--- src/rtl/bin2bcd_seq.sv ---
// Sequential binary-to-BCD converter (shift-and-add-3, one bit per clock).
// Start/busy/done handshake, optional signed input, digit count and overflow.
module bin2bcd_seq #(
  parameter int BWIDTH    = 32,
  parameter int DIGITS    = 10,
  parameter int SIGNED_EN = 1
) (
  input  logic                          clk,
  input  logic                          rst_n,
  input  logic                          start,
  input  logic [BWIDTH-1:0]             bin_in,
  input  logic                          signed_in,
  output logic                          busy,
  output logic                          done,
  output logic [4*DIGITS-1:0]           bcd_out,
  output logic                          neg_out,
  output logic [$clog2(DIGITS+1)-1:0]   ndigits,
  output logic                          ovf
);

  localparam int BW = 4 * DIGITS;
  localparam int CW = $clog2(BWIDTH + 1);
  localparam int NW = $clog2(DIGITS + 1);

  localparam logic [0:0] IDLE = 1'b0;
  localparam logic [0:0] CONV = 1'b1;

  logic [0:0]        state;
  logic [BWIDTH-1:0] mag;
  logic [BW-1:0]     work;
  logic [CW-1:0]     cnt;
  logic              neg_r;
  logic              ovf_acc;

  logic [BW-1:0]     adj;
  logic [BW-1:0]     shifted;
  logic              out_bit;
  logic [NW-1:0]     nd;
  logic              neg_take;

  always_comb begin
    adj = '0;
    for (int i = 0; i < DIGITS; i++) begin
      if (work[4*i +: 4] >= 4'd5)
        adj[4*i +: 4] = work[4*i +: 4] + 4'd3;
      else
        adj[4*i +: 4] = work[4*i +: 4];
    end
  end

  assign shifted = {adj[BW-2:0], mag[BWIDTH-1]};
  assign out_bit = adj[BW-1];

  // Highest nonzero digit of the final value; an all-zero result counts as one digit.
  always_comb begin
    nd = NW'(1);
    for (int i = 0; i < DIGITS; i++) begin
      if (shifted[4*i +: 4] != 4'd0)
        nd = NW'(i + 1);
    end
  end

  assign neg_take = (SIGNED_EN != 0) && signed_in && bin_in[BWIDTH-1];

  always_ff @(posedge clk) begin
    if (!rst_n) begin
      state   <= IDLE;
      busy    <= 1'b0;
      done    <= 1'b0;
      bcd_out <= '0;
      neg_out <= 1'b0;
      ndigits <= NW'(1);
      ovf     <= 1'b0;
      mag     <= '0;
      work    <= '0;
      cnt     <= '0;
      neg_r   <= 1'b0;
      ovf_acc <= 1'b0;
    end else begin
      done <= 1'b0;
      unique case (state)
        IDLE: begin
          if (start) begin
            mag     <= neg_take ? (~bin_in + 1'b1) : bin_in;
            neg_r   <= neg_take;
            work    <= '0;
            ovf_acc <= 1'b0;
            cnt     <= CW'(BWIDTH);
            busy    <= 1'b1;
            state   <= CONV;
          end
        end
        CONV: begin
          work    <= shifted;
          mag     <= mag << 1;
          cnt     <= cnt - CW'(1);
          ovf_acc <= ovf_acc | out_bit;
          if (cnt == CW'(1)) begin
            bcd_out <= shifted;
            neg_out <= neg_r;
            ndigits <= nd;
            ovf     <= ovf_acc | out_bit;
            done    <= 1'b1;
            busy    <= 1'b0;
            state   <= IDLE;
          end
        end
        default: state <= IDLE;
      endcase
    end
  end

endmodule

--- config.mk ---
export PLATFORM = sky130hd
export DESIGN_NAME = bin2bcd_seq
export DESIGN_NICKNAME = d
export VERILOG_FILES = /design/src/rtl/bin2bcd_seq.sv
export SDC_FILE = /design/constraint.sdc
export NUM_CORES = 1
export LEC_CHECK = 0
export CAP_MARGIN = 20
export CORE_UTILIZATION = 35
export CTS_BUF_LIST = sky130_fd_sc_hd__clkbuf_4 sky130_fd_sc_hd__clkbuf_8
export DETAILED_ROUTE_END_ITERATION = 8
export GPL_ROUTABILITY_DRIVEN = 0
export PLACE_DENSITY = 0.63
export SETUP_SLACK_MARGIN = 0.3
export SLEW_MARGIN = 20
export SYNTH_ARGS = -nofsm -noshare
export SYNTH_HDL_FRONTEND = slang
export SYNTH_SLANG_ARGS = --single-unit
export TNS_END_PERCENT = 30
--- constraint.sdc ---
create_clock -name clk -period 4.6 [get_ports clk]
set_input_delay 0.46 -clock clk [delete_from_list [all_inputs] [get_ports clk]]
set_output_delay 0.46 -clock clk [all_outputs]
set_load 0.02 [all_outputs]
* Word-level counts from Yosys, hierarchy flattened *
Cells that the tools add are included.

storage, ports and cells
  bits in registers = 129
  input bits = 36
  logic and storage cells = 89

operators by class
  $add $sub $neg = 12
  magnitude comparators = 10
  eq/ne operators = 3
  multiplexer cells = 35
  bitwise operators = 3
  reductions and logical operators = 14

operators by type and width
  kind                   count
  $pmux 40 s2            1
  $mux 4                 18
  $mux 32                2
  $pmux 32 s2            1
  $add 4x2->4 const B    10
  $ge 4x3->1 const B     10
  $mux 40                1
  $reduce_bool 4->1      9
  $add 32x1->32 const B  1
  $not 32->32            1
  $pmux 6 s2             1
  $reduce_and 2->1       4
  $eq 6x1->1 const B     1
  $mux 1                 6
  $mux 6                 1
  $pmux 1 s2             3
  $sub 6x1->6 const B    1
  $mux 2                 1
  $ne 2x1->1 const B     1
  $ne 2x2->1 const B     1
  $logic_and 1x1->1      1
  $not 1->1              1
  $or 1x1->1             1

* Longest topological paths before layout *
Gate-level depths: netlist of run 1.

  word-level depth = 12
  depth in mapped cells = 9

* Least setup slack after synthesis of run 1 *
No wires, ideal clock.

  path type = input to register
  start point = in bin_in[8]
  end point = reg mag[16]
  data arrival time = 2.209 ns
  slack = 2.320 ns
  library setup time = 0.071 ns
  stages = 7
  required time = 4.529 ns
  cell sequence = or4_4 or3b_4 nor2_1 a21oi_1 xnor2_1 a211o_1 a21oi_1

on the way
  word-level cells in the longest chain between the ends = 5

ends and longest elaborated chain
  item                  line  source
  start, declared       11    input logic [BWIDTH-1:0] bin_in,
  $not 32->32           84    mag <= neg_take ? (~bin_in + 1'b1) : bin_in;
  $add 32x1->32         84
  $mux 32               84
  $mux 32               83    if (start) begin
  $pmux 32 s2           81    unique case (state)
  end signal, assigned  84
  end signal, assigned  95    mag <= mag << 1;
  end, declared         29    logic [BWIDTH-1:0] mag;

Every way passes these cells. The select of a mux whose other input is x is not followed.
A chain may end at the register's enable or synchronous reset.

* Worst setup path after layout of run 1 *
  start point = in bin_in[24]
  end point = reg mag[28]

Same word-level chain as after synthesis.

==> results of run 1 <==
[registers in the layout, indices dropped and copies added, names as in the netlist]
signal,cells
busy,1
neg_r,1
work,40
bcd_out,40
ndigits,4
ovf,1
neg_out,1
mag,32
ovf_acc,1
state,1
done,1
cnt,6
[power breakdown]
| group | total [mW] | switching (mW) | internal (mW) |
|---|---|---|---|
| registers | 1.18 | 0.0276 | 1.15 |
| clock network | 0.960 | 0.436 | 0.524 |
| logic | 0.273 | 0.159 | 0.113 |
| total | 2.41 | 0.623 | 1.79 |
[worst max path at each step]
stage	from	end	slack, ns	depth (start not counted)
6_report	bin_in[24]	mag[28]	2.11	8
5_1_grt	state	ndigits[2]	1.94	7
4_1_cts	bin_in[22]	mag[28]	2.14	8
3_5_place_dp	bin_in[22]	mag[28]	1.67	8
3_3_place_gp	bin_in[22]	mag[28]	1.70	8
2_1_floorplan	bin_in[8]	mag[16]	2.32	7
[area by class of cell]
cell class / count / area (sq um) / area share [%]
inverter: 30 / 113 / 1.37
clock inverter: 10 / 110 / 1.34
clock buffer: 21 / 283 / 3.43
sequential: 129 / 2580 / 31.4
multi-input combinational: 648 / 3940 / 47.8
timing repair buffer: 91 / 881 / 10.7
tap: 260 / 325 / 3.95
[layout by cell type, fill, tap and decap left out, types with 21 or more instances in the layout]
cell | synthesis | layout
xnor2_1 | 21 | 21
dfxtp_1 | 129 | 128
inv_1 | 30 | 29
nor3_1 | 29 | 29
mux2i_1 | 21 | 21
clkdlybuf4s50_1 | 0 | 81
nor2_1 | 113 | 113
o21ai_0 | 37 | 37
a21oi_1 | 76 | 76
nand2_1 | 96 | 96
ha_1 | 23 | 23
[synth_stat cells, types with 13 or more instances]
master    count  area [sq um]
nand2b_1     15          93.8
nor3_1       29           145
a21boi_0     19           143
a211oi_1     13          97.6
ha_1         23           288
dfxtp_1     129          2580
nor3b_1      14           105
xnor2_1      21           184
and3_1       14          87.6
inv_1        30           113
nand2_1      96           360
a21oi_1      76           380
o21ai_0      37           185
mux2i_1      21           210
clkbuf_1     45           169
nor2_1      113           424
[through the flow]
stage	instance area (sq um)	util (%)
5_1_grt	8230	43.6
4_1_cts	8230	43.6
6_report	8230	43.6
3_3_place_gp	7840	41.5
2_1_floorplan	6830	-
3_5_place_dp	7840	41.5
[logic make-up (layout without fill, tap and decap cells)]
logic type | after synthesis | in the layout | share of synthesized area (%)
fa+ha+maj | 23 | 23 | 4.21
xor+xnor | 31 | 31 | 3.97
compound gates | 235 | 235 | 22.4
buf+inv | 83 | 152 | 4.56
mux | 22 | 22 | 3.24
flops | 129 | 129 | 37.8
simple gates | 337 | 337 | 23.8
[metal layers]
metal  vias up  wire length [microns]
li1       3137                      -
met5         -                      0
met1      2809                   8090
met4         0                    221
met3        21                    682
met2       148                   7350
[worst max-delay path: cells and delay by family]
kind / cells / cell delay [ns]
and+or+nand+nor: 4 / 1.31
AOI/OAI and AO/OA: 2 / 0.21
muxes: 1 / 0.36
buffers and inverters: 1 / 0.48
==> out/results.txt, run 1 <==
Crit. End Element -> flip-flop
slew at the pin with the worst max-slew slack -> 0.977 ns
mean instance size in the synthesized netlist -> 7.94 sq um
H-Tree Level Count -> 4
initial detailed-routing violation count -> 335
CTS root buf -> clkbuf_8
layer with the highest usage after global routing -> met2
beginning of the worst register-to-register path -> state
Placed Cells incl. Taps -> 1158
quantity of gates resized following cts -> 0
reg2reg path depth -> 7
Cell variety after synth -> 64
count of fill cells added during filler insertion -> 1974
height of the die -> 142 microns
Final nets -> 976
total congestion overflow -> 0
maximum operating frequency -> 402 MHz
path type of the worst setup path -> input pin to flip-flop
endpoint of the worst hold-timing path -> mag[29]
arrival time at the worst endpoint -> 2.81 ns
proportion of layout cells with a drive suffix above 1 -> 5.92%
final worst setup slack -> 2.11 ns
unrepaired setup endpoints after global routing -> no
Worst R2R End -> ndigits[2]
Max stage delay on crit path -> 0.58 ns
Max Clock Skew -> 0.00951 ns
initial core utilization -> 36.2%
count of endpoints failing hold in the final timing report -> 0
Overall Power -> 2.41 mW
row count -> 50
number of setup violations in the final report -> 0
worst slew margin relative to its limit -> 34.9%
GRT Overall Usage -> 17.0%
number of register bits inferred by synthesis -> 129
number of vias in the routed layout -> 6115
Final period util -> 54.1%
DP Worst Slack -> 1.67 ns
outcome -> completed
DPL Wire Length -> 11000 microns
clock slew at the register clock pins of the worst setup and hold paths -> 0.07 ns
YS warnings -> 0
fraction of registers with async set or reset after synthesis -> 0%
area growth from synthesis to layout -> 20.5%
post-layout minimum cycle time -> 2.49 ns
Max rail drop VDD -> 0.000174 V
# port buffers -> 83
met3 GRT Util -> 3.34%
count of clock tree sinks -> 129
Max Cap Violations -> 0
post-CTS setup repair buffer count -> 0
global routing usage on met1 -> 22.7%
per-cell via count in the routed design -> 5.14
hold path depth -> 2
met2 GRT Util -> 27.4%
flop-to-flop setup slack -> 2.19 ns
final-layout worst hold slack -> 0.450 ns
final setup TNS -> 0 ns
Initial DRT Pass Iterations -> 5
pin count of the biggest net entering global routing -> 69
initial antenna violation count -> 0
Wirelength per Cell -> 13.7 microns
first-pass GRT wire length -> 27500 microns
total clock buffers created by CTS -> 17
buffer levels on the longest clock path -> 2
ordered list of cells on the worst path -> clkdlybuf4s50_1 -> or4_4 -> and4bb_1 -> nand2_2 -> nor4_4 -> mux2_1 -> o311ai_1 -> o21ai_1
number of routed nets with antenna violations -> 0
non-filler instance count after layout -> 1189
Hold Buf Count CTS -> 0
power per cell area -> 293 nW/um^2
element type at the critical path start -> input pin
full die area -> 20100 sq um
count of mapped cells out of synthesis -> 860
Skew-Pair Late Insertion Delay -> 0.44 ns
share of synthesized area occupied by flip-flops and latches -> 37.8%
via count of the first global-routing pass -> 5611
Post-synth EDFFs -> 0
CTS tree -> done
total DRC errors in the routed layout -> 0
slowest stage cell, crit path -> or4_4
placeable core area -> 18900 sq um
combined area of all synthesized cells -> 6830 sq um
total nets after synthesis -> 919
hold path start -> mag[28]
cell leakage power -> 3.23 nW
highest fanout seen on the critical path -> 5
width of the die -> 142 microns
hold crit path type -> flip-flop to flip-flop
antenna diode count -> 0
CP required -> 4.92 ns
detailed-route wire length -> 16300 microns
count of pins on the block boundary -> 84
final slew viol count -> 0
Top FF cell, synth -> dfxtp_1
(Power assumes the default switching activity.)
==> inputs of run 2 (changes only) <==
--- a/config.mk
+++ b/config.mk
@@ -10,7 +10,7 @@
 export CTS_BUF_LIST = sky130_fd_sc_hd__clkbuf_4 sky130_fd_sc_hd__clkbuf_8
 export DETAILED_ROUTE_END_ITERATION = 8
 export GPL_ROUTABILITY_DRIVEN = 0
-export PLACE_DENSITY = 0.63
+export PLACE_DENSITY = 0.65
 export SETUP_SLACK_MARGIN = 0.3
 export SLEW_MARGIN = 20
 export SYNTH_ARGS = -nofsm -noshare
==> constraint.sdc (replaced) <==
create_clock -name clk -period 2.11 [get_ports clk]
set_input_delay 0.211 -clock clk [delete_from_list [all_inputs] [get_ports clk]]
set_output_delay 0.211 -clock clk [all_outputs]
set_load 0.02 [all_outputs]
==> run 2 against run 1 <==
Wire length increased by 12%; cell count increased by 9.6%; global-route usage increased by 1.6 points; critical path type is now flip-flop to flip-flop; largest cell class unchanged.
==> out/results.txt, run 2 (same netlist as run 1, synthesis figures left out) <==
first-pass GRT wire length -> 30000 microns (+9.1%)
power per cell area -> 559 nW/um^2 (+91%)
number of routed nets with antenna violations -> 0 (unchanged)
count of pins on the block boundary -> 84 (unchanged)
CP required -> 2.44 ns (-2.48 ns)
Wirelength per Cell -> 14.0 microns (+2.0%)
post-route core utilization -> 50.4% (+6.8 points)
Final nets -> 1091 (+12%)
count of clock tree sinks -> 129 (unchanged)
leading cell type in the layout, fill and taps excluded -> buf_4
hold crit path type -> input pin to flip-flop
area growth from synthesis to layout -> 39.3%
count of endpoints failing hold in the final timing report -> 0 (unchanged)
Crit. End Element -> flip-flop
per-cell via count in the routed design -> 5.07 (-1.4%)
outcome -> completed
area after detailed placement -> 8600 sq um (+9.6%)
unrepaired setup endpoints after global routing -> yes
element type at the critical path start -> flip-flop
total clock buffers created by CTS -> 17 (unchanged)
placeable core area -> 18900 sq um (unchanged)
via count of the first global-routing pass -> 6130 (+9.2%)
pin count of the biggest net entering global routing -> 57 (-17%)
Skew-Pair Late Insertion Delay -> 0.44 ns (about the same)
DP Worst Slack -> -0.445 ns (-2.11 ns)
CTS root buf -> clkbuf_8
Overall Power -> 5.32 mW (+120%)
non-filler instance count after layout -> 1303 (+9.6%)
Initial DRT Pass Iterations -> 5 (unchanged)
worst slew margin relative to its limit -> 56.0% (+21 points)
total DRC errors in the routed layout -> 0 (unchanged)
# port buffers -> 83 (unchanged)
number of vias in the routed layout -> 6606 (+8.0%)
maximum operating frequency -> 494 MHz
row count -> 50 (unchanged)
full die area -> 20100 sq um (unchanged)
clock slew at the register clock pins of the worst setup and hold paths -> 0.07 ns (about the same)
Max Clock Skew -> 0.00772 ns (-0.00179 ns)
initial core utilization -> 36.2% (unchanged)
initial detailed-routing violation count -> 341 (+1.8%)
antenna diode count -> 0 (unchanged)
CTS tree -> done
total congestion overflow -> 0 (unchanged)
height of the die -> 142 microns (unchanged)
Max Cap Violations -> 0 (unchanged)
Final period util -> 95.8%
GRT Overall Usage -> 18.6% (+1.6 points)
Max rail drop VDD -> 0.000319 V (+83%)
post-layout minimum cycle time -> 2.02 ns
buffer levels on the longest clock path -> 2 (unchanged)
biggest regs -> bcd_out x40, work x40, mag x32
proportion of layout cells with a drive suffix above 1 -> 23.1% (+17 points)
cell leakage power -> 3.89 nW (+20%)
final slew viol count -> 0 (unchanged)
leading cell types in the layout, fill and taps excluded -> buf_4 (117), dfxtp_1 (116), nor2_1 (111)
DPL Wire Length -> 12400 microns (+12%)
Placed Cells incl. Taps -> 1243 (+7.3%)
highest fanout seen on the critical path -> 3 (-2)
width of the die -> 142 microns (unchanged)
H-Tree Level Count -> 4 (unchanged)
detailed-route wire length -> 18300 microns (+12%)
initial antenna violation count -> 0 (unchanged)
Hold Buf Count CTS -> 0 (unchanged)
arrival time at the worst endpoint -> 2.36 ns (-0.45 ns)
number of setup violations in the final report -> 0 (unchanged)
final worst setup slack -> 0.0876 ns (-2.02 ns)
path type of the worst setup path -> flip-flop to flip-flop
slew at the pin with the worst max-slew slack -> 0.657 ns (-0.319 ns)
fin area -> 9520 sq um (+16%)
run 2: changes by cell type in the layout (fill, tap and decap cells not counted), moves of 11 or more:
cell             previous run  this run
buf_4                       8       117
dlygate4sd2_1               0        12
dfxtp_1                   128       116
inv_1                      29        18
clkdlybuf4s50_1            81        69
run 2: path summary, 6_finish.rpt:
kind | depth (start not counted) | end | slack [ns] | startpoint
hold / removal | 2 | ndigits[2] | 0.20 | rst_n
setup / recovery | 10 | ndigits[0] | 0.09 | work[17]
hold reg to reg | 2 | neg_out | 0.45 | neg_r
setup reg to reg | 10 | ndigits[0] | 0.09 | work[17]
run 2: critical path, stage by stage (launching register included):
cell	delay, ns
dfxtp_1	0.32
inv_1	0.07
ha_1	0.19
nand2b_4	0.15
a21oi_4	0.19
xnor2_2	0.11
nor4_2	0.40
buf_4	0.18
o21bai_1	0.05
a31oi_1	0.17
o31ai_1	0.08
run 2: final cells by class:
type	count	area, sq um
well taps	260	325
inverters	30	123
clock buffers	24	299
repair buffers	206	1780
fillers	1775	9380
flip-flops and latches	129	2600
multi-input cells	648	4300
clock inverters	6	82.6
run 2: stage by stage:
step                TNS (ns)  hold slack (ns)
finish                     0            0.203
detailed placement     -6.03            0.443
floorplan                  0            0.358
CTS                        0            0.176
global placement       -4.64            0.436
global route         -0.0177            0.182
run 2: power breakdown:
part / internal, mW / total [mW] / switching (mW) / leakage, nW
logic: 0.308 / 0.691 / 0.384 / 2.63
registers: 2.51 / 2.56 / 0.0452 / 1.05
clock network: 1.16 / 2.08 / 0.918 / 0.200
run 2: repair_timing:
item | 4_1_cts | 5_1_grt
setup endpoints to repair | 30 | 79
pin swaps | 29 | 21
gates resized for setup | 70 | 25
buffers inserted | 21 | 9
run 2: layer usage:
layer  GRT usage (%)  part of all wire, %  vias to the layer above
li1                -                    -                     3376
met2            30.1                   45                      150
met3            3.54                  4.2                       18
met1            24.8                   49                     3062
met4            6.11                  1.3                        0
met5               0                    0                        -
==> inputs of run 3 (changes only) <==
--- a/config.mk
+++ b/config.mk
@@ -6,12 +6,12 @@
 export NUM_CORES = 1
 export LEC_CHECK = 0
 export CAP_MARGIN = 20
+export CORE_MARGIN = 2
 export CORE_UTILIZATION = 35
 export CTS_BUF_LIST = sky130_fd_sc_hd__clkbuf_4 sky130_fd_sc_hd__clkbuf_8
 export DETAILED_ROUTE_END_ITERATION = 8
 export GPL_ROUTABILITY_DRIVEN = 0
 export PLACE_DENSITY = 0.65
-export SETUP_SLACK_MARGIN = 0.3
 export SLEW_MARGIN = 20
 export SYNTH_ARGS = -nofsm -noshare
 export SYNTH_HDL_FRONTEND = slang
==> run 3 against run 2 <==
Critical endpoint is now mag[28]; clock skew is 0.0028 ns higher; hold slack worse by 0.024 ns; maximum frequency is 3.5% lower; register-to-register slack worse by 0.06 ns; non-clock buffer count is 14 lower; wire length is 0.91% lower.
==> out/results.txt, run 3 (same netlist as run 1, synthesis figures left out) <==
Max rail drop VDD -> 0.000313 V (-2.1%)
post-layout minimum cycle time -> 2.09 ns (+0.0724 ns)
power per cell area -> 574 nW/um^2 (+2.5%)
met3 GRT Util -> 3.87% (+0.32 points)
final-layout worst hold slack -> 0.180 ns (-0.0235 ns)
clock slew at the register clock pins of the worst setup and hold paths -> 0.07 ns (about the same)
hold path depth -> 3 (+1)
total congestion overflow -> 0 (unchanged)
# port buffers -> 83 (unchanged)
leading cell type in the layout, fill and taps excluded -> dfxtp_1
total clock buffers created by CTS -> 17 (unchanged)
slowest stage cell, crit path -> or4_4
Skew-Pair Late Insertion Delay -> 0.45 ns (about the same)
Max stage delay on crit path -> 0.54 ns (+0.14 ns)
full die area -> 20700 sq um (+2.8%)
outcome -> completed
ordered list of cells on the worst path -> clkdlybuf4s50_1 -> or4_4 -> and4bb_1 -> nand2_2 -> nor4_4 -> mux2_1 -> o311ai_1 -> o21ai_1
proportion of layout cells with a drive suffix above 1 -> 18.8% (-4.4 points)
Placed Cells incl. Taps -> 1259 (+1.3%)
via count of the first global-routing pass -> 6051 (-1.3%)
pin count of the biggest net entering global routing -> 96 (+68%)
CP required -> 2.44 ns (about the same)
Worst R2R End -> ndigits[1]
slew at the pin with the worst max-slew slack -> 0.694 ns (+0.0366 ns)
count of endpoints failing hold in the final timing report -> 0 (unchanged)
initial core utilization -> 35.3% (-0.83 points)
Max Cap Violations -> 0 (unchanged)
number of routed nets with antenna violations -> 0 (unchanged)
CP delay by family, top -> simple AND/OR/NAND/NOR gates
global routing usage on met1 -> 23.5% (-1.3 points)
cell leakage power -> 3.76 nW (-3.2%)
buffer levels on the longest clock path -> 2 (unchanged)
Crit. End Element -> flip-flop
Wirelength per Cell -> 14.0 microns (-0.23%)
hold crit path type -> input pin to flip-flop
count of fill cells added during filler insertion -> 1921 (+8.2%)
DP Worst Slack -> -0.453 ns (-0.00789 ns)
layer with the highest usage after global routing -> met2
worst path buffer plus inverter count -> 1 (-1)
number of vias in the routed layout -> 6510 (-1.5%)
Final period util -> 99.3% (+3.4 points)
count of clock tree sinks -> 129 (unchanged)
reg2reg path depth -> 9 (-1)
first-pass GRT wire length -> 29200 microns (-2.5%)
beginning of the worst register-to-register path -> work[21]
per-cell via count in the routed design -> 5.03 (-0.77%)
width of the die -> 144 microns (+1.4%)
unrepaired setup endpoints after global routing -> yes
detailed-route wire length -> 18100 microns (-0.91%)
total DRC errors in the routed layout -> 0 (unchanged)
non-filler instance count after layout -> 1294 (-0.69%)
CTS tree -> done
final slew viol count -> 0 (unchanged)
Final nets -> 1077 (-1.3%)
count of pins on the block boundary -> 84 (unchanged)
Worst setup startpoint -> bin_in[24]
leading cell types in the layout, fill and taps excluded -> dfxtp_1 (122), nor2_1 (111), buf_4 (107)
row count -> 51 (+2.0%)
maximum operating frequency -> 477 MHz (-3.5%)
CTS root buf -> clkbuf_8
highest fanout seen on the critical path -> 2 (-1)
Initial DRT Pass Iterations -> 4 (-1)
met2 GRT Util -> 28.8% (-1.3 points)
Max Clock Skew -> 0.0105 ns (+0.00279 ns)
path type of the worst setup path -> input pin to flip-flop
element type at the critical path start -> input pin
area growth from synthesis to layout -> 34.8%
biggest regs -> bcd_out x40, work x40, mag x32
hold path start -> rst_n
initial detailed-routing violation count -> 324 (-5.0%)
flop-to-flop setup slack -> 0.03 ns (-0.06 ns)
GRT Overall Usage -> 17.7% (-0.90 points)
antenna diode count -> 0 (unchanged)
DPL Wire Length -> 12400 microns (+0.67%)
worst slew margin relative to its limit -> 53.6% (-2.4 points)
final worst setup slack -> 0.0152 ns (-0.0724 ns)
placeable core area -> 19300 sq um (+2.3%)
height of the die -> 144 microns (+1.4%)
H-Tree Level Count -> 4 (unchanged)
arrival time at the worst endpoint -> 2.43 ns (+0.07 ns)
number of setup violations in the final report -> 0 (unchanged)
endpoint of the worst hold-timing path -> mag[17]
initial antenna violation count -> 0 (unchanged)
run 3: layout make-up:
class | count | area (sq um) | share of cell area, %
multi-input cells | 648 | 4130 | 44.8
flip-flops and latches | 129 | 2590 | 28.1
repair buffers | 192 | 1660 | 18.1
well taps | 265 | 332 | 3.60
clock buffers | 25 | 325 | 3.53
inverters | 30 | 115 | 1.25
clock inverters | 5 | 52.6 | 0.571
run 3: worst max path at each step:
stage | cells past startpoint | end | slack [ns]
global placement | 8 | mag[28] | -0.42
detailed placement | 8 | mag[28] | -0.45
finish | 8 | mag[28] | 0.02
floorplan | 9 | ndigits[1] | 0.06
CTS | 9 | ndigits[2] | 0.0007
global route | 9 | ndigits[0] | -0.11
run 3: per-layer routing:
metal,vias up,wire length [microns]
met5,-,0
met4,0,186
met3,15,845
met2,150,8510
met1,3001,8560
li1,3344,-
run 3: where the power goes:
part	switching [mW]	total [mW]	internal, mW
Clock	0.926	2.03	1.11
Sequential	0.0464	2.56	2.51
Combinational	0.381	0.686	0.305
Total	1.35	5.28	3.93
run 3: repair_timing:
| item | in CTS | in global routing |
|---|---|---|
| setup buffers | 0 | 5 |
| resized for setup | 8 | 36 |
| endpoints found under the hold margin | 0 | 0 |
| hold buffers | 0 | 0 |
| pin swaps | 1 | 17 |
| endpoints found under the setup margin | 4 | 7 |
run 3: through the flow:
stage                     power [mW]  TNS (ns)  cell area, sq um  utilization (%)
after floorplan                 2.99         0              6840                -
after global placement          3.29     -5.80              8600             44.5
after detailed placement        3.30     -6.70              8600             44.5
after CTS                       5.34         0              9020             46.6
after global routing            5.51    -0.245              9210             47.6
final                           5.28         0              9210             47.6
run 3: worst min-delay path, cell delays in order:
cell and delay, ns:
buf_2 0.20, nand3_1 0.12, o21ai_1 0.05
